### config.mk
export PLATFORM = sky130hd
export DESIGN_NAME = snes_link_controller
export DESIGN_NICKNAME = d
export VERILOG_FILES = /design/src/rtl/snes_pkg.sv /design/src/rtl/snes_sync_edge.sv /design/src/rtl/snes_link_controller.sv
export SDC_FILE = /design/constraint.sdc
export NUM_CORES = 1
export LEC_CHECK = 0
export BUFFER_PORTS_ARGS = -buffer_cell sky130_fd_sc_hd__buf_2
export CORE_ASPECT_RATIO = 1.4
export CORE_MARGIN = 2
export CORE_UTILIZATION = 62
export DETAILED_ROUTE_END_ITERATION = 10
export GPL_ROUTABILITY_DRIVEN = 0
export PLACE_DENSITY_LB_ADDON = 0.3
export SLEW_MARGIN = 40
export SYNTH_ARGS = -nofsm -noshare
export SYNTH_HDL_FRONTEND = slang
export SYNTH_HIERARCHICAL = 1
export SYNTH_SLANG_ARGS = --single-unit
### constraint.sdc
create_clock -name clk -period 2.9 [get_ports clk]
set_input_delay 0.29 -clock clk [delete_from_list [all_inputs] [get_ports clk]]
set_output_delay 0.29 -clock clk [all_outputs]
set_load 0.02 [all_outputs]
### src/rtl/snes_pkg.sv
// Shared types and constants for the SNES controller-port responder.
package snes_pkg;

   typedef logic [11:0] snes_word_t;
   typedef logic [15:0] snes_report_t;

   typedef enum logic [1:0] {IDLE, LOADED, SHIFT, DONE} link_state_t;

   localparam snes_word_t  SNES_RELEASED    = 12'hFFF;
   localparam logic [3:0]  SNES_ID_BITS     = 4'hF;
   localparam int unsigned SNES_REPORT_BITS = 16;

   // ID nibble sits above the button bits and is shifted out last.
   function automatic snes_report_t snes_make_report(input snes_word_t word);
      return {SNES_ID_BITS, word};
   endfunction

endpackage

### src/rtl/snes_sync_edge.sv
// Multi-flop synchroniser for an asynchronous console line, followed by an
// edge-detect register producing single-cycle rise/fall strobes.
module snes_sync_edge #(
   parameter int unsigned SYNC_STAGES = 2,
   parameter logic        RESET_VAL   = 1'b0
) (
   input  logic clk,
   input  logic reset,
   input  logic async_i,
   output logic rise_o,
   output logic fall_o
);

   logic [SYNC_STAGES-1:0] sync_q;
   logic                   prev_q;

   always_ff @(posedge clk or posedge reset) begin
      if (reset) begin
         sync_q <= {SYNC_STAGES{RESET_VAL}};
         prev_q <= RESET_VAL;
      end else begin
         sync_q <= {sync_q[SYNC_STAGES-2:0], async_i};
         prev_q <= sync_q[SYNC_STAGES-1];
      end
   end

   assign rise_o = sync_q[SYNC_STAGES-1] & ~prev_q;
   assign fall_o = ~sync_q[SYNC_STAGES-1] & prev_q;

endmodule

### src/rtl/snes_link_controller.sv
// Controller-side SNES serial responder: holds recoder button words for a
// number of latch frames and shifts the 16-bit report out on snes_data.
module snes_link_controller
   import snes_pkg::*;
#(
   parameter int unsigned SYNC_STAGES = 2,
   parameter int unsigned HOLD_FRAMES = 3
) (
   input  logic       clk,
   input  logic       reset,
   input  logic [11:0] btn_word,
   input  logic       btn_valid,
   input  logic       snes_latch,
   input  logic       snes_clk,
   output logic       snes_data,
   output logic       busy,
   output logic       frame_done
);

   logic latch_rise, latch_fall, sclk_rise, sclk_fall_unused;

   snes_sync_edge #(
      .SYNC_STAGES (SYNC_STAGES),
      .RESET_VAL   (1'b0)
   ) u_latch_sync (
      .clk     (clk),
      .reset   (reset),
      .async_i (snes_latch),
      .rise_o  (latch_rise),
      .fall_o  (latch_fall)
   );

   snes_sync_edge #(
      .SYNC_STAGES (SYNC_STAGES),
      .RESET_VAL   (1'b1)
   ) u_clk_sync (
      .clk     (clk),
      .reset   (reset),
      .async_i (snes_clk),
      .rise_o  (sclk_rise),
      .fall_o  (sclk_fall_unused)
   );

   link_state_t  state_q, state_d;
   snes_report_t shift_q, shift_d;
   logic [3:0]   bit_cnt_q, bit_cnt_d;
   logic         data_q, data_d;
   logic         frame_done_q, frame_done_d;
   snes_word_t   hold_word_q, hold_word_d;
   logic [7:0]   hold_cnt_q, hold_cnt_d;
   snes_word_t   load_word;

   // A strobe coinciding with a latch rise is reported in that very frame.
   always_comb begin
      hold_word_d = hold_word_q;
      hold_cnt_d  = hold_cnt_q;
      if (btn_valid) begin
         load_word = btn_word;
      end else if (hold_cnt_q != 8'd0) begin
         load_word = hold_word_q;
      end else begin
         load_word = SNES_RELEASED;
      end
      if (btn_valid && latch_rise) begin
         hold_word_d = btn_word;
         hold_cnt_d  = 8'(HOLD_FRAMES - 1);
      end else if (btn_valid) begin
         hold_word_d = btn_word;
         hold_cnt_d  = 8'(HOLD_FRAMES);
      end else if (latch_rise && (hold_cnt_q != 8'd0)) begin
         hold_cnt_d = hold_cnt_q - 8'd1;
      end
   end

   always_comb begin
      state_d      = state_q;
      shift_d      = shift_q;
      bit_cnt_d    = bit_cnt_q;
      data_d       = data_q;
      frame_done_d = 1'b0;
      if (latch_rise) begin
         shift_d   = snes_make_report(load_word);
         bit_cnt_d = 4'd0;
         state_d   = LOADED;
         data_d    = load_word[0];
      end else begin
         unique case (state_q)
            IDLE: data_d = 1'b1;
            LOADED: begin
               data_d = shift_q[0];
               if (latch_fall) begin
                  state_d   = SHIFT;
                  bit_cnt_d = 4'd0;
               end
            end
            SHIFT: begin
               if (sclk_rise) begin
                  shift_d = {1'b0, shift_q[SNES_REPORT_BITS-1:1]};
                  if (bit_cnt_q == 4'(SNES_REPORT_BITS - 1)) begin
                     data_d       = 1'b0;
                     frame_done_d = 1'b1;
                     state_d      = DONE;
                  end else begin
                     data_d    = shift_q[1];
                     bit_cnt_d = bit_cnt_q + 4'd1;
                  end
               end
            end
            DONE: data_d = 1'b0;
            default: state_d = IDLE;
         endcase
      end
   end

   always_ff @(posedge clk or posedge reset) begin
      if (reset) begin
         state_q      <= IDLE;
         shift_q      <= '1;
         bit_cnt_q    <= 4'd0;
         data_q       <= 1'b1;
         frame_done_q <= 1'b0;
         hold_word_q  <= SNES_RELEASED;
         hold_cnt_q   <= 8'd0;
      end else begin
         state_q      <= state_d;
         shift_q      <= shift_d;
         bit_cnt_q    <= bit_cnt_d;
         data_q       <= data_d;
         frame_done_q <= frame_done_d;
         hold_word_q  <= hold_word_d;
         hold_cnt_q   <= hold_cnt_d;
      end
   end

   assign snes_data  = data_q;
   assign busy       = (state_q == LOADED) || (state_q == SHIFT);
   assign frame_done = frame_done_q;

endmodule

# Word level (Yosys, flattened, before mapping)
# Cells that the tools add are included.
# word_totals
elab_cells	68
reg_bits	50
output_inout_bits	3
inputBits	17
# classes
addsub	2
muxes	28
reduce_logical	13
n_bitwise	6
n_eq_ne	8
# ops
operator	n
$mux 12	4
$mux 16	3
$mux 8	3
$mux 4	4
$ne 3x3->1 const B	4
$mux 2	4
$pmux 4 s2	1
$reduce_and 4->1	2
$reduce_bool 8->1	1
$sub 8x1->8 const B	1
$mux 1	7
$reduce_bool 2->1	3
$reduce_bool 3->1	2
$add 4x1->4 const B	1
$eq 2x2->1 const B	2
$eq 4x4->1 const B	1
$pmux 1 s4	1
$pmux 2 s2	1
$and 1x1->1	3
$not 1->1	3
$eq 2x1->1 const B	1
$logic_and 1x1->1	2
$logic_not 2->1	1
$reduce_and 2->1	1
$logic_or 1x1->1	1

# Longest topological paths before layout
# Gate-level depths: netlist of run 1.
# logic_depth
word_depth	6
depth_mapped	6
ltp_nobuf	5

# Hierarchy
# Netlist of run 1, hierarchy kept.
# by_module_without_submodules
module	instances	area_per_inst_um2	cells_per_inst
snes_link_controller	1	2230.9	217
snes_sync_edge at u_clk_sync	1	97.6	6
snes_sync_edge at u_latch_sync	1	93.8	6

# Worst setup path after synthesis of run 1
# OpenSTA, ideal clock, no wires.
# synth_path
path_kind	reg-to-reg
start	register u_clk_sync.sync_q[1]
end	register bit_cnt_q[0]
path_buffers	2
setup_ps	121
arrival_ps	1549
stages_incl_launch_ff	7
t_required_ps	2779
slack_ps	1230
synth_period_minus_slack_ps	1670
path_cell_list	dfstp_2 nor2b_1 clkbuf_1 and2_0 clkbuf_1 a311oi_1 a22o_1
# synth_via
elab_chain_len	3
# synth_lines
element	line	text
start: declaration	snes_sync_edge.sv:14	logic [SYNC_STAGES-1:0] sync_q;
start signal: assignment	snes_sync_edge.sv:19	sync_q <= {SYNC_STAGES{RESET_VAL}};
start signal: assignment	snes_sync_edge.sv:22	sync_q <= {sync_q[SYNC_STAGES-2:0], async_i};
$and 1x1->1	snes_sync_edge.sv:27	assign rise_o = sync_q[SYNC_STAGES-1] & ~prev_q;
named net sclk_rise	snes_link_controller.sv:20	logic latch_rise, latch_fall, sclk_rise, sclk_fall_unused;
$ne 3x3->1 (no source line)	-	
$reduce_and 4->1 (no source line)	-	
end signal: assignment	snes_link_controller.sv:127	bit_cnt_q <= bit_cnt_d;
end: declaration	snes_link_controller.sv:46	logic [3:0] bit_cnt_q, bit_cnt_d;
# The timed path passes the listed nets, and every way through them passes these cells.
# A chain may end at the register's enable or synchronous reset.

# Worst setup path in the final report of run 1
# layout_path
start	register u_clk_sync.sync_q[1]
end	register shift_q[11]
# layout_via
elab_chain_len	3
# layout_lines
element	line	text
$and 1x1->1	snes_sync_edge.sv:27	
named net sclk_rise	snes_link_controller.sv:20	
$reduce_bool 2->1 (no source line)	-	
$reduce_and 2->1 (no source line)	-	
end signal: assignment	snes_link_controller.sv:126	shift_q <= shift_d;
end: declaration	snes_link_controller.sv:45	snes_report_t shift_q, shift_d;
# The timed path passes the listed nets, and every way through them passes these cells.

==> results of run 1 <==
-- per-stage QoR --
step	total power [uW]	std cells	setup WS [ns]	area (um2)	hold slack (ns)
after floorplan	1050	228	1.24	2410	0.0436
after global placement	1120	282	0.751	2550	0.184
after detailed placement	1130	282	0.816	2550	0.186
after CTS	1560	291	0.753	2660	0.0530
after global routing	1630	291	0.593	2660	0.0468
final	1550	291	0.743	2660	0.0561
-- placed cells by master, fill, tap and decap left out, types with 10 or more instances in the layout --
cell type	n
buf_2	19
nor3_1	12
nand3_1	10
dfrtp_1	18
nor2_1	19
mux2i_1	14
inv_1	21
nand2_1	12
nor2b_1	11
a211oi_1	16
dfstp_2	32
-- how the worst min path moves through the flow --
stage | from | to | cells past startpoint
floorplan | reset | u_latch_sync/prev_q$_DFF_PP0_ | 1
global placement | reset | u_latch_sync/prev_q$_DFF_PP0_ | 2
detailed placement | reset | u_latch_sync/sync_q[0]$_DFF_PP0_ | 2
CTS | snes_clk | u_clk_sync/sync_q[0]$_DFF_PP1_ | 1
global route | snes_clk | u_clk_sync/sync_q[0]$_DFF_PP1_ | 1
finish | snes_clk | u_clk_sync/sync_q[0]$_DFF_PP1_ | 1
-- metal layers --
layer	GRT usage, %	vias up
met5	0	-
met3	4.67	6
met2	39.2	22
li1	-	841
met1	28.4	814
met4	7.91	0
-- repair_timing --
| item | in CTS | in global routing |
|---|---|---|
| resized for setup | 0 | 0 |
| hold buffers | 1 | 0 |
| endpoints found under the hold margin | 3 | 0 |
-- layout make-up --
cell class / instances / area, um2 / area share, %
Inverter: 22 / 82.6 / 3.10
Clock inverter: 3 / 28.8 / 1.08
Timing Repair Buffer: 24 / 135 / 5.08
Sequential cell: 50 / 1290 / 48.5
Multi-Input combinational cell: 145 / 1000 / 37.7
Tap cell: 42 / 52.6 / 1.97
Clock buffer: 5 / 68.8 / 2.59
-- power by group --
group | switching, uW | internal, uW
combinational | 155 | 103
sequential | 42.0 | 818
clock | 252 | 180
total | 449 | 1100
-- critical path, delay by kind of cell, from the launching register on --
kind            cells  cell delay [ns]
compound gates      1             0.10
flops               1             0.54
simple gates        3             1.40
-- registers in the layout (all words and copies together), names as in the netlist --
signal and count:
bit_cnt_q 4, frame_done 1, hold_cnt_q 8, hold_word_q 12
shift_q 16, snes_data 1, state_q 2, u_clk_sync/prev_q 1
u_clk_sync/sync_q 2, u_latch_sync/prev_q 1, u_latch_sync/sync_q 2
==> summary.txt, run 1 <==
Status: completed
Worst Max-Slew Pin Slew: 0.702 ns
Syn Area/Cell: 10.6 um2
Die ar.: 4420 um2
Worst setup path start: u_clk_sync/sync_q[1]$_DFF_PP1_
Arr. time, crit path: 2.36 ns
CTS tree: built
FF-to-FF Start: u_clk_sync/sync_q[1]$_DFF_PP1_
Mapped Cells: 228
Vias: 1,683
Initial Utilization: 65.7%
Final design utilization: 72.4%
Clk pin slew, worst setup/hold paths: 0.10 ns
Final Hold Fails: 0
Slowest CP cell: dfstp_2
Vias in the first global route: 1,654
Clk buf depth: 2
Area Overhead vs Synth: 10.3%
HP Class: in2reg
Clock root cell: clkbuf_8
Syn Nets: 251
Clock Sinks: 50
Wire per inst: 15.3 um
Synth Cell Area: 2410 um2
CP Capture Point: shift_q[11]$_DFFE_PP1P_
Ports: 20
Fraction of final layout cells sized beyond drive strength 1: 30.5%
Highest Signal Layer: met4
Pwr/cell area: 583 nW/um2
Crit start category: flop
Fmax: 0.464 GHz
Maximum VDD drop: 0.000544 V
WL met3: 108 um
CP Data Required Time: 3.10 ns
H-tree levels: 2
First-pass GRT wire length: 7.75 mm
Routed met1 length: 1.89 mm
Period utilisation layout: 74.4%
Final #Nets: 271
Skew-Pair Late Insertion Delay: 0.32 ns
Row count: 26
Initial antenna violation count: 0
Grt ovf: 0
Number of filler cells placed in the layout: 258
Max_cap viols: 0
Routed wl met2: 2.39 mm
Critical Path Sink Type: flop
Ant. Diodes: 0
Max Transition Viols Final: 0
DRT Pass-1 Iters: 4
Core area: 3680 um2
WS Path Type: reg2reg
Critical-path cell list: nor2b_1 -> nand2_1 -> nor3_1 -> a211oi_1
Detailed Route WL: 4.46 mm
R2R cell count: 4
# DRC: 0
DP Wirelength: 3.18 mm
Setup total negative slack: 0 ns
Worst Skew: 0.0108 ns
Routed Antenna Nets: 0
Initial DRC count: 39
Min Tclk post-route: 2.16 ns
Post-CTS Setup Bufs: 0
IO buf count: 19
Inserted Clock Buffers: 5
Via/cell ratio: 5.78
LEAKAGE: 0.00125 uW
R2R setup slack: 0.74 ns
Die Width: 56.7 um
Slowest stage delay, CP: 0.54 ns
Worst-path maximum fanout: 16
RSZ-0062 raised after global routing: false
Largest net degree at the start of global routing: 26
Die height: 77.8 um
Global-route usage over all layers: 22.8%
Slew margin rel.: 53.1%
Final setup violation count: 0
R2r endpoint: shift_q[11]$_DFFE_PP1P_
Yosys warning count: 6
Note: power is estimated with default switching activity, not from simulation.
==> run 2, diff against run 1 <==
CORE_UTILIZATION = 59   (was 62)
clock period = 2.2 ns   (was 2.9 ns; I/O delays follow)
==> summary.txt, run 2 (synthesized netlist as in run 1, its figures left out) <==
DP Wirelength: 3.11 mm (-2.2%)
CP bufs+invs: 0 (unchanged)
CP delay by family, top: simple AND/OR/NAND/NOR gates
GRT met3 Usage: 4.05% (-0.61 points)
Slowest CP cell: or3b_2
Die height: 79.7 um (+2.4%)
Clk buf depth: 2 (unchanged)
Slowest stage delay, CP: 0.51 ns (-0.03 ns)
Most common cell after layout, fill and taps aside: dfstp_2
DRT Pass-1 Iters: 4 (unchanged)
Core area: 3920 um2 (+6.6%)
Critical Path Sink Type: flop
Min Tclk post-route: 1.78 ns (-0.375 ns)
Final setup violation count: 0 (unchanged)
Final Hold Fails: 0 (unchanged)
Commonest non-fill, non-tap cells in the layout: 32 x dfstp_2, 22 x inv_1, 19 x nor2_1, 19 x buf_2, 18 x dfrtp_1
Max Transition Viols Final: 0 (unchanged)
Clk pin slew, worst setup/hold paths: 0.09 ns (about the same)
Wire per inst: 14.6 um (-5.1%)
Pwr/cell area: 758 nW/um2 (+30%)
Detailed Route WL: 4.31 mm (-3.5%)
Setup total negative slack: 0 ns (unchanged)
IO buf count: 19 (unchanged)
Die Width: 58.1 um (+2.3%)
Vias: 1,732 (+2.9%)
Maximum VDD drop: 0.000634 V (+17%)
Final #Nets: 275 (+1.5%)
Fraction of final layout cells sized beyond drive strength 1: 30.4% (-0.087 points)
Row count: 27 (+3.8%)
Critical-path cell list: nor2b_1 -> or3b_2 -> a211oi_1 -> mux2_2
Arr. time, crit path: 1.98 ns (-0.38 ns)
GRT busiest layer: met2
Area Overhead vs Synth: 11.9%
Via/cell ratio: 5.85 (+1.2%)
Initial DRC count: 49 (+26%)
Clock root cell: clkbuf_8
HP Class: in2reg
Largest register FFs: 16 (unchanged)
Inserted Clock Buffers: 5 (unchanged)
Post-CTS resize count: 0 (unchanged)
Period utilisation layout: 81.0% (+6.6 points)
Slew margin rel.: 59.2% (+6.1 points)
First-pass GRT wire length: 7.62 mm (-1.6%)
Die ar.: 4630 um2 (+4.8%)
Status: completed
M2 GR Usage: 37.6% (-1.6 points)
CTS tree: built
Largest net degree at the start of global routing: 33 (+27%)
Initial antenna violation count: 0 (unchanged)
Met1 GRT Util: 25.8% (-2.5 points)
Fmax: 0.561 GHz (+21%)
Max_cap viols: 0 (unchanged)
Post-CTS Setup Bufs: 0 (unchanged)
H-tree levels: 2 (unchanged)
Largest Register: shift_q
Crit start category: flop
Worst Max-Slew Pin Slew: 0.613 ns (-0.0890 ns)
Grt ovf: 0 (unchanged)
Global-route usage over all layers: 21.5% (-1.3 points)
WS Path Type: reg2reg
Clock Sinks: 50 (unchanged)
Vias in the first global route: 1,692 (+2.3%)
Power, Total: 2050 uW (+32%)
Final design utilization: 68.9% (-3.5 points)
Initial Utilization: 61.6% (-4.1 points)
LEAKAGE: 0.00128 uW (+2.2%)
Ports: 20 (unchanged)
Skew-Pair Late Insertion Delay: 0.31 ns (about the same)
CP Data Required Time: 2.40 ns (-0.70 ns)
RSZ-0062 raised after global routing: false
Worst Skew: 0.00713 ns (-0.00370 ns)
Ant. Diodes: 0 (unchanged)
# DRC: 0 (unchanged)
Regs by FF count: shift_q (16), hold_word_q (12), hold_cnt_q (8)
Routed Antenna Nets: 0 (unchanged)
Worst-path maximum fanout: 4 (-12)
[run 2: changes by cell type in the layout (fill, tap and decap cells not counted), sizes merged]
cell,before,now
buf,23,26
clkbuf,5,6
clkinv,1,0
dlygate4sd3,1,2
[run 2: through the flow]
step	cell area [um2]	setup slack [ns]	hold slack, ns	cells
4_1_cts	2700	0.413	0.0234	296
2_1_floorplan	2410	0.539	-0.0264	228
5_1_grt	2700	0.324	0.00936	296
6_report	2700	0.417	0.0212	296
3_3_place_gp	2580	0.498	0.109	286
3_5_place_dp	2580	0.424	0.111	286
[run 2: worst paths after layout]
| path | startpoint | end | slack (ns) | cells after the start |
|---|---|---|---|---|
| setup / recovery | u_latch_sync/prev_q$_DFF_PP0_ | hold_cnt_q[5]$_DFFE_PP0P_ | 0.42 | 4 |
| hold / removal | snes_latch | u_latch_sync/sync_q[0]$_DFF_PP0_ | 0.02 | 1 |
| setup reg to reg | u_latch_sync/prev_q$_DFF_PP0_ | hold_cnt_q[5]$_DFFE_PP0P_ | 0.42 | 4 |
| hold reg to reg | u_clk_sync/sync_q[0]$_DFF_PP1_ | u_clk_sync/sync_q[1]$_DFF_PP1_ | 0.36 | 0 |
| max in group asynchronous | reset | hold_word_q[1]$_DFFE_PP1P_ | 1.07 | 4 |
| min in group asynchronous | reset | u_latch_sync/sync_q[0]$_DFF_PP0_ | 0.34 | 3 |
[run 2: worst reg2reg max path: cells and delay by family, from the launching register on]
family / cells / cell delay [ns]
flops: 1 / 0.39
mux: 1 / 0.36
compound gates: 1 / 0.27
simple gates: 2 / 0.66
[run 2: layout make-up]
cell class / instances / area (um2)
sequential: 50 / 1290
fill: 312 / 1220
multi-input combinational: 145 / 996
timing repair buffer: 28 / 180
clock buffer: 6 / 82.6
inverter: 22 / 82.6
tap: 43 / 53.8
clock inverter: 2 / 15.0
[run 2: what timing repair did]
item                                    in CTS  in global routing
hold buffers                                 2                  0
hold endpoints to repair                    19                  0
endpoints found under the setup margin       0                  0
[run 2: report_power, final]
part / switching (uW) / internal [uW] / total [uW] / leakage (uW)
Clock: 317 / 260 / 578 / 0.0000521
Sequential: 54.8 / 1080 / 1130 / 0.000569
Combinational: 196 / 141 / 337 / 0.000659
[run 2: metal layers]
layer / share of wire, % / wire, um
met5: 0 / 0
met4: 1.6 / 68
met3: 2.6 / 112
met2: 53 / 2300
met1: 42 / 1830
